**src/rtl/wb_fetch.sv**
```systemverilog
// wb_fetch: Wishbone classic instruction prefetcher feeding a small tagged FIFO.
// One outstanding read at a time; redirects flush the FIFO, bus errors latch a sticky fault.
module wb_fetch #(
    parameter logic [63:0] RESET_PC   = 64'h0,
    parameter int          FIFO_DEPTH = 4
) (
    input  logic        clk_i,
    input  logic        rst_i,
    output logic        cyc_o,
    output logic        stb_o,
    output logic        we_o,
    output logic [7:0]  sel_o,
    output logic [63:0] adr_o,
    output logic [63:0] dat_o,
    input  logic [63:0] dat_i,
    input  logic        ack_i,
    input  logic        err_i,
    output logic [63:0] insn_o,
    output logic [63:0] insn_pc_o,
    output logic        insn_valid_o,
    input  logic        insn_ready_i,
    input  logic        redir_i,
    input  logic [63:0] redir_pc_i,
    output logic        fault_o,
    output logic [63:0] fault_adr_o
);
    localparam int AW = $clog2(FIFO_DEPTH);
    localparam logic [AW:0] CNT_MAX = (AW+1)'(FIFO_DEPTH);

    typedef enum logic [1:0] {IDLE, REQ, DISCARD, FAULT} state_t;

    state_t        r_state, w_next;
    logic          r_cyc, r_fault;
    logic [63:0]   r_adr, r_pc, r_fault_adr;
    logic [63:0]   r_mem_d  [FIFO_DEPTH];
    logic [63:0]   r_mem_pc [FIFO_DEPTH];
    logic [AW-1:0] r_wptr, r_rptr;
    logic [AW:0]   r_cnt;
    logic          w_issue, w_push, w_err, w_end, w_pop, w_resp;

    assign cyc_o        = r_cyc;
    assign stb_o        = r_cyc;
    assign we_o         = 1'b0;
    assign sel_o        = 8'hff;
    assign adr_o        = r_adr;
    assign dat_o        = '0;
    assign insn_o       = r_mem_d[r_rptr];
    assign insn_pc_o    = r_mem_pc[r_rptr];
    assign insn_valid_o = (r_cnt != '0) && !r_fault;
    assign fault_o      = r_fault;
    assign fault_adr_o  = r_fault_adr;
    assign w_resp       = ack_i | err_i;
    assign w_pop        = insn_valid_o && insn_ready_i && !redir_i;

    always_ff @(posedge clk_i or negedge rst_i) begin
        if (!rst_i) r_state <= IDLE;
        else        r_state <= w_next;
    end

    // A redirect always wins over a bus response, so pushes and faults require !redir_i.
    always_comb begin
        w_next  = r_state;
        w_issue = 1'b0;
        w_push  = 1'b0;
        w_err   = 1'b0;
        w_end   = 1'b0;
        case (r_state)
            IDLE: begin
                w_issue = !redir_i && (r_cnt < CNT_MAX);
                w_next  = w_issue ? REQ : IDLE;
            end
            REQ: begin
                w_end  = w_resp;
                w_err  = err_i && !redir_i;
                w_push = ack_i && !err_i && !redir_i;
                w_next = redir_i ? (w_resp ? IDLE : DISCARD) :
                         err_i   ? FAULT : ack_i ? IDLE : REQ;
            end
            DISCARD: begin
                w_end  = w_resp;
                w_next = w_resp ? IDLE : DISCARD;
            end
            FAULT:   w_next = redir_i ? IDLE : FAULT;
            default: w_next = IDLE;
        endcase
    end

    always_ff @(posedge clk_i or negedge rst_i) begin
        if (!rst_i) begin
            r_cyc       <= 1'b0;
            r_adr       <= '0;
            r_pc        <= RESET_PC & ~64'h7;
            r_fault     <= 1'b0;
            r_fault_adr <= '0;
        end else begin
            if (w_issue) begin
                r_cyc <= 1'b1;
                r_adr <= r_pc;
            end else if (w_end) begin
                r_cyc <= 1'b0;
            end
            if (redir_i) begin
                r_pc    <= {redir_pc_i[63:3], 3'b000};
                r_fault <= 1'b0;
            end else if (w_push) begin
                r_pc <= r_pc + 64'd8;
            end
            if (w_err) begin
                r_fault     <= 1'b1;
                r_fault_adr <= r_pc;
            end
        end
    end

    always_ff @(posedge clk_i or negedge rst_i) begin
        if (!rst_i) begin
            r_wptr <= '0;
            r_rptr <= '0;
            r_cnt  <= '0;
            for (int i = 0; i < FIFO_DEPTH; i++) begin
                r_mem_d[i]  <= '0;
                r_mem_pc[i] <= '0;
            end
        end else if (redir_i) begin
            r_wptr <= '0;
            r_rptr <= '0;
            r_cnt  <= '0;
        end else begin
            if (w_push) begin
                r_mem_d[r_wptr]  <= dat_i;
                r_mem_pc[r_wptr] <= r_pc;
                r_wptr           <= r_wptr + 1'b1;
            end
            if (w_pop) r_rptr <= r_rptr + 1'b1;
            r_cnt <= r_cnt + (AW+1)'(w_push) - (AW+1)'(w_pop);
        end
    end
endmodule

```
**config.mk**
```make
export PLATFORM = sky130hd
export DESIGN_NAME = wb_fetch
export DESIGN_NICKNAME = d
export VERILOG_FILES = /design/src/rtl/wb_fetch.sv
export SDC_FILE = /design/constraint.sdc
export NUM_CORES = 1
export LEC_CHECK = 0
export CORE_MARGIN = 8
export CORE_UTILIZATION = 49
export DETAILED_ROUTE_END_ITERATION = 6
export PLACE_DENSITY_LB_ADDON = 0.08
export RECOVER_POWER = 100
export SLEW_MARGIN = 25
export SYNTH_ARGS = -nofsm -noshare
export SYNTH_HDL_FRONTEND = slang
export SYNTH_SLANG_ARGS = --single-unit
```
**constraint.sdc**
```tcl
create_clock -name clk_i -period 2.52 [get_ports clk_i]
set_clock_uncertainty 0.2 [all_clocks]
set_input_delay 0.252 -clock clk_i [delete_from_list [all_inputs] [get_ports clk_i]]
set_output_delay 0.252 -clock clk_i [all_outputs]
set_load 0.02 [all_outputs]
```
==> results_dict.tcl <==
set metrics [dict create \
    track_usage_pct 23.52 \
    ys_top_cells_by_count "694 x dfrtp_1, 603 x mux2_2, 125 x mux4_2" \
    switching_power_mw 13.43 \
    htree_levels 3 \
    hold_viol_final 0 \
    die-area_sq_mm 0.07169 \
    multiInputGateArea_sq_mm 0.01271 \
    async_flop_share_pct 100.0 \
    overflow 0 \
    tightestPinTransition_ns 1.209 \
    synth_warnings 0 \
    synthFlopType "dfrtp_1" \
    io_pins 467 \
    synth.distinct_cells 54 \
    rsz0062_at_grt "true" \
    avgSynthCellArea_sq_um 14.49 \
    grt_pass1_vias 21480 \
    fill_cells 4714 \
    fin_crit_sh_pct 105.8 \
    clockBufferDepth 3 \
    switching_share_pct 31.43 \
    wire_per_inst_microns 24.00 \
    area_growth_pct 28.80 \
    yosysMostFrequentCell "dfrtp_1" \
    slew_headroom_pct 19.41 \
    cp-end-kind "output pin" \
    register_area_sq_mm 0.01737 \
    power.density_mw_per_mm2 1068 \
    violations "negative setup slack" \
    p_seq_share_pct 35.3 \
    hp-class "input port to flip-flop" \
    wl_microns 85190 \
    drc_errors 0 \
    cts_buffers 75 \
    maxCapViolations 0 \
    clkSinkCount 694 \
    clkLatencyLatePin_ns 0.60 \
    die_h_microns 267.7 \
    internal_power_mw 29.29 \
    finalPower_mw 42.71 \
    synth_area_leaders "dfrtp_1 56%, mux2_2 22%, mux4_2 9.1%" \
    firstDrtPassIters 4 \
    synthCells 2143 \
    dp_hpwl_microns 58820 \
    die_w_microns 267.7 \
    fin_crit_ns 2.666 \
    synth.largest_area_cell "dfrtp_1" \
    setup_viol 99 \
    cp.arrival_ns 2.21 \
    gp_congestion 0.8713 \
    worstSetupPathType "flip-flop to output pin" \
    antenna_found_initial 15 \
    synth_area_sq_mm 0.03105 \
    cp.required_ns 2.07 \
    synth_largest_type_area_fraction_pct 55.92 \
    drive_gt1_share_pct 44.69 \
    viasPerCell 5.548 \
    clk_pin_slew_ns 0.06 \
    portBuffers 381 \
    start_util_pct 49.41 \
    fin_nets 2788 \
    drtAntennaViolNets 0 \
    grt_pass1_wl_microns 130500 \
    row_count 92 \
    grt_max_degree 87 \
    dpl_worst_slack_ns -0.2384 \
    p_clk_share_pct 27.1 \
    clock.fmax_ghz 0.3751 \
    startpoint_type "flip-flop" \
    status "complete, but fails checks" \
    drtIter0Drc 1063 \
    vias 19700 \
    clockRootBuffer "clkbuf_16" \
    synth-seq-area-share_pct 55.92 \
    cts_tree "yes" \
    coreArea_sq_mm 0.06285 \
    ys_seq_elements 694 \
    crit_fanout 6 \
    drv_slew 0 \
    fin_ws_ns -0.1462 \
    comb_power_share_pct 37.7 \
    p_leak_nw 18.41 \
    synth-edff-count 0 \
    peakVddDrop_uv 652.5 \
]
[power by group through the flow]
stage               Clock [mW]  Combinational, mW  Sequential, mW
floorplan                    0               7.14            16.0
global placement             0               15.4            15.1
detailed placement           0               15.5            15.2
CTS                       11.9               15.5            15.1
global route              12.3               17.0            15.4
finish                    11.6               16.1            15.1
[layout make-up]
class                   instances  share of cell area, %
clock inverters                21                 0.8571
diodes                         10                0.06256
repair buffers                599                  15.43
clock buffers                 109                  5.668
flip-flops and latches        694                  43.44
inverters                      14                 0.1314
multi-input cells            1257                  31.77
well taps                     846                  2.646
[cell families after synthesis]
group	count (synthesis)	share of synthesized area [%]
AND/OR/NAND/NOR	284	4.819
other	2	0.02418
buffers and inverters	272	4.432
flip-flops	694	55.92
AO/OA/AOI/OAI	101	1.906
XOR/XNOR	41	1.156
adder cells (fa/ha/maj)	13	0.5480
multiplexers	736	31.19
[worst paths after layout]
| kind | startpoint | endpoint | slack (ns) | cells past startpoint |
|---|---|---|---|---|
| worst max-delay path | r_rptr[0]$_DFFE_PN0P_ | insn_pc_o[20] | -0.15 | 5 |
| worst min-delay path | redir_pc_i[33] | r_pc[33]$_DFFE_PN0N_ | 0.03 | 3 |
| worst max register to register | r_state[1]$_DFF_PN0_ | r_pc[56]$_DFFE_PN0N_ | -0.10 | 7 |
| worst min register to register | r_mem_pc[96]$_DFFE_PN0P_ | r_mem_pc[96]$_DFFE_PN0P_ | 0.28 | 2 |
| max in group asynchronous | rst_i | r_mem_d[67]$_DFFE_PN0P_ | 0.16 | 4 |
| min in group asynchronous | rst_i | r_mem_d[20]$_DFFE_PN0P_ | 0.81 | 3 |
[per-layer routing]
layer	share of wire [%]	wire length, microns	global-route usage, %	vias to the layer above
li1	-	-	-	8647
met5	0.081	69	0	-
met3	5.9	4987	6.257	141
met1	42	35480	30.08	10450
met2	50	42420	39.22	445
met4	2.6	2231	7.166	10
[critical path, stage by stage, from the launching register on]
cell     delay [ns]
dfrtp_4        0.47
buf_6          0.14
buf_12         0.14
buf_12         0.14
mux4_2         0.55
buf_6          0.16
[flip-flops by register name, summed over array words and instances (netlist names)]
signal / flops
r_pc: 61
r_wptr: 2
cyc_o: 1
adr_o: 61
r_state: 2
r_rptr: 2
r_mem_d: 256
fault_adr_o: 61
r_mem_pc: 244
fault_o: 1
r_cnt: 3
[cells in the final DEF (no fill, tap or decap), drive strengths merged, types with 26 or more instances in the layout]
master         netlist  routed
buf                133     311
nand3               29      29
clkbuf             125     129
mux2               603     603
mux4               125     125
xnor2               26      26
conb                 2      82
nand2              100     100
nor2                30      30
o21ai               63      63
dfrtp              694     694
clkdlybuf4s50        0     253
[metrics by stage]
stage | cells | cell area (sq um) | setup TNS, ns | hold WS, ns | utilization [%]
after floorplan | 2223 | 31370 | 0 | -0.2436 | -
after global placement | 3357 | 36760 | -1.569 | 0.03641 | 58.48
after global routing | 3546 | 39990 | -19.89 | 0.02192 | 63.62
after detailed placement | 3357 | 36760 | -2.365 | 0.04663 | 58.48
after CTS | 3524 | 39530 | -14.27 | 0.001806 | 62.89
final | 3550 | 40000 | -8.985 | 0.03391 | 63.64
[timing repair]
action	in CTS	in global routing
hold buffers	15	0
resized for setup	618	114
setup endpoints to repair	133	137
hold endpoints to repair	605	0
cloned	3	5
buffers inserted	19	13
pin swaps	2	8
Note: power is estimated with default switching activity, not from simulation.
